File: src/rtl/mc_main_control.sv
`default_nettype none
//==============================================================================
// mc_main_control : multicycle CPU main control FSM (ADDI path: MC_CONTROL_ADDI_EN)
// Revision 1.0
//==============================================================================
module mc_main_control #(
  parameter int STATE_W = 4
) (
  input  logic               clk,
  input  logic               rst_n,
  input  logic [5:0]         opcode,
  input  logic               mem_ready,
  output logic               pc_write,
  output logic               pc_write_cond,
  output logic               i_or_d,
  output logic               mem_read,
  output logic               mem_write,
  output logic               ir_write,
  output logic               mem_to_reg,
  output logic               reg_dst,
  output logic               reg_write,
  output logic               alu_src_a,
  output logic [1:0]         alu_src_b,
  output logic [1:0]         alu_op,
  output logic [1:0]         pc_source,
  output logic               illegal_op,
  output logic [STATE_W-1:0] state
);

  localparam logic [STATE_W-1:0] S_FETCH    = STATE_W'(0);
  localparam logic [STATE_W-1:0] S_DECODE   = STATE_W'(1);
  localparam logic [STATE_W-1:0] S_MEM_ADDR = STATE_W'(2);
  localparam logic [STATE_W-1:0] S_MEM_RD   = STATE_W'(3);
  localparam logic [STATE_W-1:0] S_MEM_WB   = STATE_W'(4);
  localparam logic [STATE_W-1:0] S_MEM_WR   = STATE_W'(5);
  localparam logic [STATE_W-1:0] S_EXECUTE  = STATE_W'(6);
  localparam logic [STATE_W-1:0] S_R_WB     = STATE_W'(7);
  localparam logic [STATE_W-1:0] S_BRANCH   = STATE_W'(8);
  localparam logic [STATE_W-1:0] S_JUMP     = STATE_W'(9);
`ifdef MC_CONTROL_ADDI_EN
  localparam logic [STATE_W-1:0] S_ADDI_EX  = STATE_W'(10);
  localparam logic [STATE_W-1:0] S_ADDI_WB  = STATE_W'(11);
`endif

  localparam logic [5:0] OP_R    = 6'b000000;
  localparam logic [5:0] OP_LW   = 6'b100011;
  localparam logic [5:0] OP_SW   = 6'b101011;
  localparam logic [5:0] OP_BEQ  = 6'b000100;
  localparam logic [5:0] OP_J    = 6'b000010;
`ifdef MC_CONTROL_ADDI_EN
  localparam logic [5:0] OP_ADDI = 6'b001000;
`endif

  logic [STATE_W-1:0] r_state;
  logic [STATE_W-1:0] w_next;
  logic               r_illegal;
  logic               w_illegal;

  logic       w_pc_write, w_pc_write_cond, w_mem_write, w_ir_write, w_reg_write;
  logic       w_i_or_d, w_mem_read, w_mem_to_reg, w_reg_dst, w_alu_src_a;
  logic [1:0] w_alu_src_b, w_alu_op, w_pc_source;

  always_comb begin
    w_next    = S_FETCH;
    w_illegal = 1'b0;
    case (r_state)
      S_FETCH:    w_next = mem_ready ? S_DECODE : S_FETCH;
      S_DECODE: begin
        case (opcode)
          OP_LW, OP_SW: w_next = S_MEM_ADDR;
          OP_R:         w_next = S_EXECUTE;
          OP_BEQ:       w_next = S_BRANCH;
          OP_J:         w_next = S_JUMP;
`ifdef MC_CONTROL_ADDI_EN
          OP_ADDI:      w_next = S_ADDI_EX;
`endif
          default: begin
            w_next    = S_FETCH;
            w_illegal = 1'b1;
          end
        endcase
      end
      // Opcode is stable by now; anything other than LW/SW here is treated as abandoned.
      S_MEM_ADDR: begin
        if (opcode == OP_LW)      w_next = S_MEM_RD;
        else if (opcode == OP_SW) w_next = S_MEM_WR;
        else                      w_next = S_FETCH;
      end
      S_MEM_RD:   w_next = mem_ready ? S_MEM_WB : S_MEM_RD;
      S_MEM_WB:   w_next = S_FETCH;
      S_MEM_WR:   w_next = mem_ready ? S_FETCH : S_MEM_WR;
      S_EXECUTE:  w_next = S_R_WB;
      S_R_WB:     w_next = S_FETCH;
      S_BRANCH:   w_next = S_FETCH;
      S_JUMP:     w_next = S_FETCH;
`ifdef MC_CONTROL_ADDI_EN
      S_ADDI_EX:  w_next = S_ADDI_WB;
      S_ADDI_WB:  w_next = S_FETCH;
`endif
      default:    w_next = S_FETCH;
    endcase
  end

  always_ff @(posedge clk or negedge rst_n) begin
    if (!rst_n) begin
      r_state   <= S_FETCH;
      r_illegal <= 1'b0;
    end else begin
      r_state   <= w_next;
      r_illegal <= w_illegal;
    end
  end

  always_comb begin
    w_pc_write      = 1'b0;
    w_pc_write_cond = 1'b0;
    w_i_or_d        = 1'b0;
    w_mem_read      = 1'b0;
    w_mem_write     = 1'b0;
    w_ir_write      = 1'b0;
    w_mem_to_reg    = 1'b0;
    w_reg_dst       = 1'b0;
    w_reg_write     = 1'b0;
    w_alu_src_a     = 1'b0;
    w_alu_src_b     = 2'b00;
    w_alu_op        = 2'b00;
    w_pc_source     = 2'b00;
    case (r_state)
      S_FETCH: begin
        w_mem_read  = 1'b1;
        w_alu_src_b = 2'b01;
        w_ir_write  = mem_ready;
        w_pc_write  = mem_ready;
      end
      S_DECODE:   w_alu_src_b = 2'b11;
      S_MEM_ADDR: begin
        w_alu_src_a = 1'b1;
        w_alu_src_b = 2'b10;
      end
      S_MEM_RD: begin
        w_mem_read = 1'b1;
        w_i_or_d   = 1'b1;
      end
      S_MEM_WB: begin
        w_reg_write  = 1'b1;
        w_mem_to_reg = 1'b1;
      end
      S_MEM_WR: begin
        w_mem_write = 1'b1;
        w_i_or_d    = 1'b1;
      end
      S_EXECUTE: begin
        w_alu_src_a = 1'b1;
        w_alu_op    = 2'b10;
      end
      S_R_WB: begin
        w_reg_write = 1'b1;
        w_reg_dst   = 1'b1;
      end
      S_BRANCH: begin
        w_alu_src_a     = 1'b1;
        w_alu_op        = 2'b01;
        w_pc_write_cond = 1'b1;
        w_pc_source     = 2'b01;
      end
      S_JUMP: begin
        w_pc_write  = 1'b1;
        w_pc_source = 2'b10;
      end
`ifdef MC_CONTROL_ADDI_EN
      S_ADDI_EX: begin
        w_alu_src_a = 1'b1;
        w_alu_src_b = 2'b10;
      end
      S_ADDI_WB:  w_reg_write = 1'b1;
`endif
      default: ;
    endcase
  end

  // State-changing enables are held off combinationally for the whole reset window.
  assign pc_write      = w_pc_write      & rst_n;
  assign pc_write_cond = w_pc_write_cond & rst_n;
  assign ir_write      = w_ir_write      & rst_n;
  assign reg_write     = w_reg_write     & rst_n;
  assign mem_write     = w_mem_write     & rst_n;
  assign i_or_d        = w_i_or_d;
  assign mem_read      = w_mem_read;
  assign mem_to_reg    = w_mem_to_reg;
  assign reg_dst       = w_reg_dst;
  assign alu_src_a     = w_alu_src_a;
  assign alu_src_b     = w_alu_src_b;
  assign alu_op        = w_alu_op;
  assign pc_source     = w_pc_source;
  assign illegal_op    = r_illegal;
  assign state         = r_state;

endmodule
`default_nettype wire

File: config.mk
export PLATFORM = sky130hd
export DESIGN_NAME = mc_main_control
export DESIGN_NICKNAME = d
export VERILOG_FILES = /design/src/rtl/mc_main_control.sv
export SDC_FILE = /design/constraint.sdc
export NUM_CORES = 1
export LEC_CHECK = 0
export ABC_AREA = 1
export BUFFER_PORTS_ARGS = -buffer_cell sky130_fd_sc_hd__buf_2
export CAP_MARGIN = 20
export CORE_AREA = 8 8 45 47
export DETAILED_ROUTE_END_ITERATION = 8
export DIE_AREA = 0 0 53 55
export PLACE_DENSITY = 0.7
export SETUP_SLACK_MARGIN = 0.5
export SLEW_MARGIN = 20
export SYNTH_ARGS = -nofsm -noshare
export SYNTH_HDL_FRONTEND = slang
export SYNTH_SLANG_ARGS = --single-unit
File: constraint.sdc
create_clock -name clk -period 1.7 [get_ports clk]
set_clock_uncertainty 0.2 [all_clocks]
set_input_delay 0.17 -clock clk [delete_from_list [all_inputs] [get_ports clk]]
set_output_delay 0.17 -clock clk [all_outputs]
set_load 0.02 [all_outputs]
[Word-level counts from Yosys, hierarchy flattened]
Index checks and enable logic that the tools add are counted.
Widths: inputs -> output; s select.
Storage, ports and cells
  flip-flop bits (word level): 5
  input port bits: 9
  word-level logic and storage cells: 50
  output and inout port bits: 21
Cells by class
  multiplexer cells: 22
  bitwise logic cells: 5
  reductions and logical operators: 8
  eq/ne operators: 13
Operators with widths (count)
  $pmux 4 s6: 1
  $eq 4x3->1 const B: 4
  $pmux 4 s4: 1
  $eq 6x6->1 const B: 2
  $mux 1: 12
  $mux 3: 4
  $eq 4x2->1 const B: 2
  $eq 4x4->1 const B: 2
  $pmux 2 s2: 2
  $reduce_or 2->1: 4
  $eq 6x2->1 const B: 1
  $eq 6x3->1 const B: 1
  $logic_not 6->1: 1
  $pmux 2 s3: 1
  $and 1x1->1: 5
  $reduce_or 5->1: 1
  $eq 4x1->1 const B: 1
  $logic_not 4->1: 1
  $reduce_or 3->1: 1
  $pmux 1 s2: 1

[Longest topological paths before layout]
  depth after elaboration: 4
  gate-level depth with buffers: 7
  depth with buffers taken out: 7

[Worst setup path before layout]
OpenSTA, ideal clock, no wires.
  path type: flip-flop to output port
  start: register r_state[2], in the netlist state[2]
  end: output reg_write
  data arrival time: 1.418 ns
  buffers on the path: 0
  slack: -0.088 ns
  cell stages (with the launch flop): 7
  cells stage by stage: dfrtp_1 -> inv_1 -> nor2_2 -> inv_1 -> nor2_2 -> nor2_1 -> nor2_1
On the way
  word-level cells in the longest chain between the ends: 4
  elaborated cells on any way between the ends: 5
  those cells by class: eq/ne (2); mux (1); bitwise (1); reduce/logical (1)
RTL lines
  start: declaration: line 54  | logic [STATE_W-1:0] r_state;
  start signal: assignment: line 109  | r_state <= w_next;
  $eq 4x3->1: line 128  | case (r_state)
  $reduce_or 2->1 (no line) *
  $mux 1 *: line 128
  $and 1x1->1 *: line 185  | assign reg_write = w_reg_write & rst_n;
  end: declaration: line 21  | output logic reg_write,
Every way passes the cells marked *; elsewhere a longest branch is shown, timed or not.

[Worst setup path after layout]
Ends and elaborated chain as after synthesis.

==> metrics.txt <==
vias in the first global route=roughly 710; YS warnings=0; area share of and/or/nand/nor cells after synthesis=between 50% and 60%; mux share of post-synthesis cell area=0%; PD cells=between 400 and 500 nW/um2; Syn Inst Count=86; later-pin clock latency in the skew report=about 0.24 ns; drt total wl=approximately 2.3 mm; outcome=finished, violations left; final worst slack=-0.0312 ns; Mean Syn Cell Area=between 5 and 6 um2; crit path launch=state[2]$_DFF_PN0_; Worst Setup Start Kind=flip-flop; CP Capture Type=primary output; Synth Cell Area=between 400 and 500 um2; xor and xnor area share after synthesis=0%; Net count, final=153; largest family of logic cells by synthesized area=simple AND/OR/NAND/NOR gates; critical path arrival=1.36 ns; clk root buf=clkbuf_4; Placer Congestion=about 0.74; starting density of the core=35.6%; die area=approximately 2900 um2; Synth area leaders=dfrtp_1 25%, nor2_1 14%, nand3_1 12%; Max Slew Vio Count=0; Yosys cell types=15; Bufs on Longest Clock Path=2; via count=between 700 and 800; Worst Path Required=1.33 ns; antenna violations before repair=0; First DRT Iteration DRCs=9; fin crit share=102%; setup TNS=-0.0764 ns; Yosys top cell by area=dfrtp_1; Post-synth ARST share=100%; layout cells sized above 1=a little over two thirds; Util after Layout=between 80% and 90%; RR Startpoint=state[3]$_DFF_PN0_; worst setup path category=flip-flop to primary output; vias per cell=between 4 and 5; DR DRC count=0; clk slew on worst S/H paths=roughly 0.050 ns; min-delay src=opcode[3]; TritonCTS clock tree=done; synthesized flop and latch total=5; pin count of the biggest net entering global routing=7; Fillers=just under 70; RSZ-0062 raised after global routing=true; Max Freq=between 500 and 600 MHz; failing checks=setup timing; Ports=30; max_cap viols=0; Synth Area in Adders=0%; sequential element share of the synthesized area=about 25%; Core Footprint=between 1000 and 1500 um2; Port Buffers=29; Horiz. Die Dim=about 53 um; post-DP HPWL=between 1 and 1.5 mm; Synth top area share=25.4%; CP Max Fanout=4; worst hold slack=between 0.05 and 0.06 ns; total CTS buffers=3; cell with the most instances after synthesis=nor2_1; most frequent cells after synthesis=19 x nor2_1, 15 x inv_1, 15 x nand2_1; Die H=approximately 55 um; GRT Overall Usage=13.0%; Worst-Margin Slew=~0.42 ns; Sink Count=5; Main synth FF type=dfrtp_1; # H-tree levels=1; DR pass1 iterations=4; final setup fails=4; Final ANT Viol Nets=0; P_leak=around 0.63 nW; post-synthesis compound-gate area fraction=slightly above 4%; first-pass GRT wire length=2.88 mm; synthesized netlist net count=95; post-route minimum period=1.73 ns; Worst Hold Class=input port to flip-flop; global route overflow=0; Max IR drop VDD=roughly 0.00040 V; Worst slew margin=72.0%; endpoints failing hold=0; Avg WL per Cell=14.6 um; EDFF count, synth=0; synthesis-to-finish area growth=144%; diodes inserted=0; Cell Rows=14
==> layout make-up <==
| type | instances | area (um2) | share of cell area, % |
|---|---|---|---|
| Multi-Input combinational cell | 62 | 474 | 39.4 |
| Inverter | 19 | 78.8 | 6.54 |
| Clock buffer | 4 | 26.3 | 2.18 |
| Tap cell | 16 | 20.0 | 1.66 |
| Timing Repair Buffer | 53 | 475 | 39.5 |
| Sequential cell | 5 | 130 | 10.8 |
==> flip-flops by register name, indices dropped and copies added, names as in the netlist <==
register    count
illegal_op      1
state           4
==> per-stage QoR <==
stage          total power [mW]  area, um2  std cells  setup slack (ns)
2_1_floorplan             0.222        584         86             0.142
3_3_place_gp              0.261        749        131             0.167
3_5_place_dp              0.264        749        131             0.138
4_1_cts                   0.441        956        145           0.00546
5_1_grt                   0.523       1200        159            -0.101
6_report                  0.494       1200        159           -0.0312
==> metal layers <==
metal / up-vias / global-route usage, % / wire length (um)
met5: - / 0 / 0
met4: 0 / 8.62 / 83
met3: 10 / 2.41 / 151
met2: 31 / 25.2 / 1200
met1: 355 / 12.2 / 883
li1: 377 / - / -
==> final timing paths <==
kind / to / slack [ns] / cells after the start
worst max-delay path: reg_write / -0.03 / 7
worst min-delay path: state[1]$_DFF_PN0_ / 0.06 / 4
worst max register to register: state[2]$_DFF_PN0_ / 0.10 / 7
worst min register to register: state[1]$_DFF_PN0_ / 0.62 / 4
max in group asynchronous: state[0]$_DFF_PN0_ / 0.95 / 2
min in group asynchronous: illegal_op$_DFF_PN0_ / 0.14 / 2
==> cell usage in the layout, fill, tap and decap left out, types with 2 or more instances in the layout <==
cell type / instances
buf_6: 26
dfrtp_2: 4
nand4_1: 2
nor2_1: 9
buf_2: 9
nor2_2: 5
nand3_1: 7
nand2_4: 3
nand2_2: 2
nor2_4: 11
buf_4: 17
nand2_1: 11
inv_4: 3
inv_1: 7
clkbuf_4: 3
inv_2: 8
nand3_4: 4
==> logic make-up after synthesis <==
kind of cell	count (synthesis)
buffers and inverters	19
DFF	5
and+or+nand+nor	58
AOI/OAI and AO/OA	4
==> power breakdown <==
group | internal, mW | leakage, nW | switching (mW) | total, mW
combinational | 0.103 | 0.557 | 0.120 | 0.222
sequential | 0.126 | 0.0608 | 0.00826 | 0.134
clock | 0.0888 | 0.0150 | 0.0487 | 0.137
==> repair_timing <==
action / 4_1_cts / 5_1_grt
gates resized for setup: 32 / 37
setup endpoints to repair: 24 / 25
pin swaps: 11 / 17
cloned: 0 / 0
buffers inserted: 9 / 14
hold buffers: 1 / 0
hold endpoints to repair: 5 / 0
==> worst max-delay path, cell delays in order (launching register included) <==
cell and delay, ns:
dfrtp_2 0.42, inv_4 0.06, nor2_4 0.17, inv_2 0.09, nor2_4 0.12, nor2_2 0.04
nor2_2 0.08, buf_6 0.12
Power figures use the tool's default switching activity.
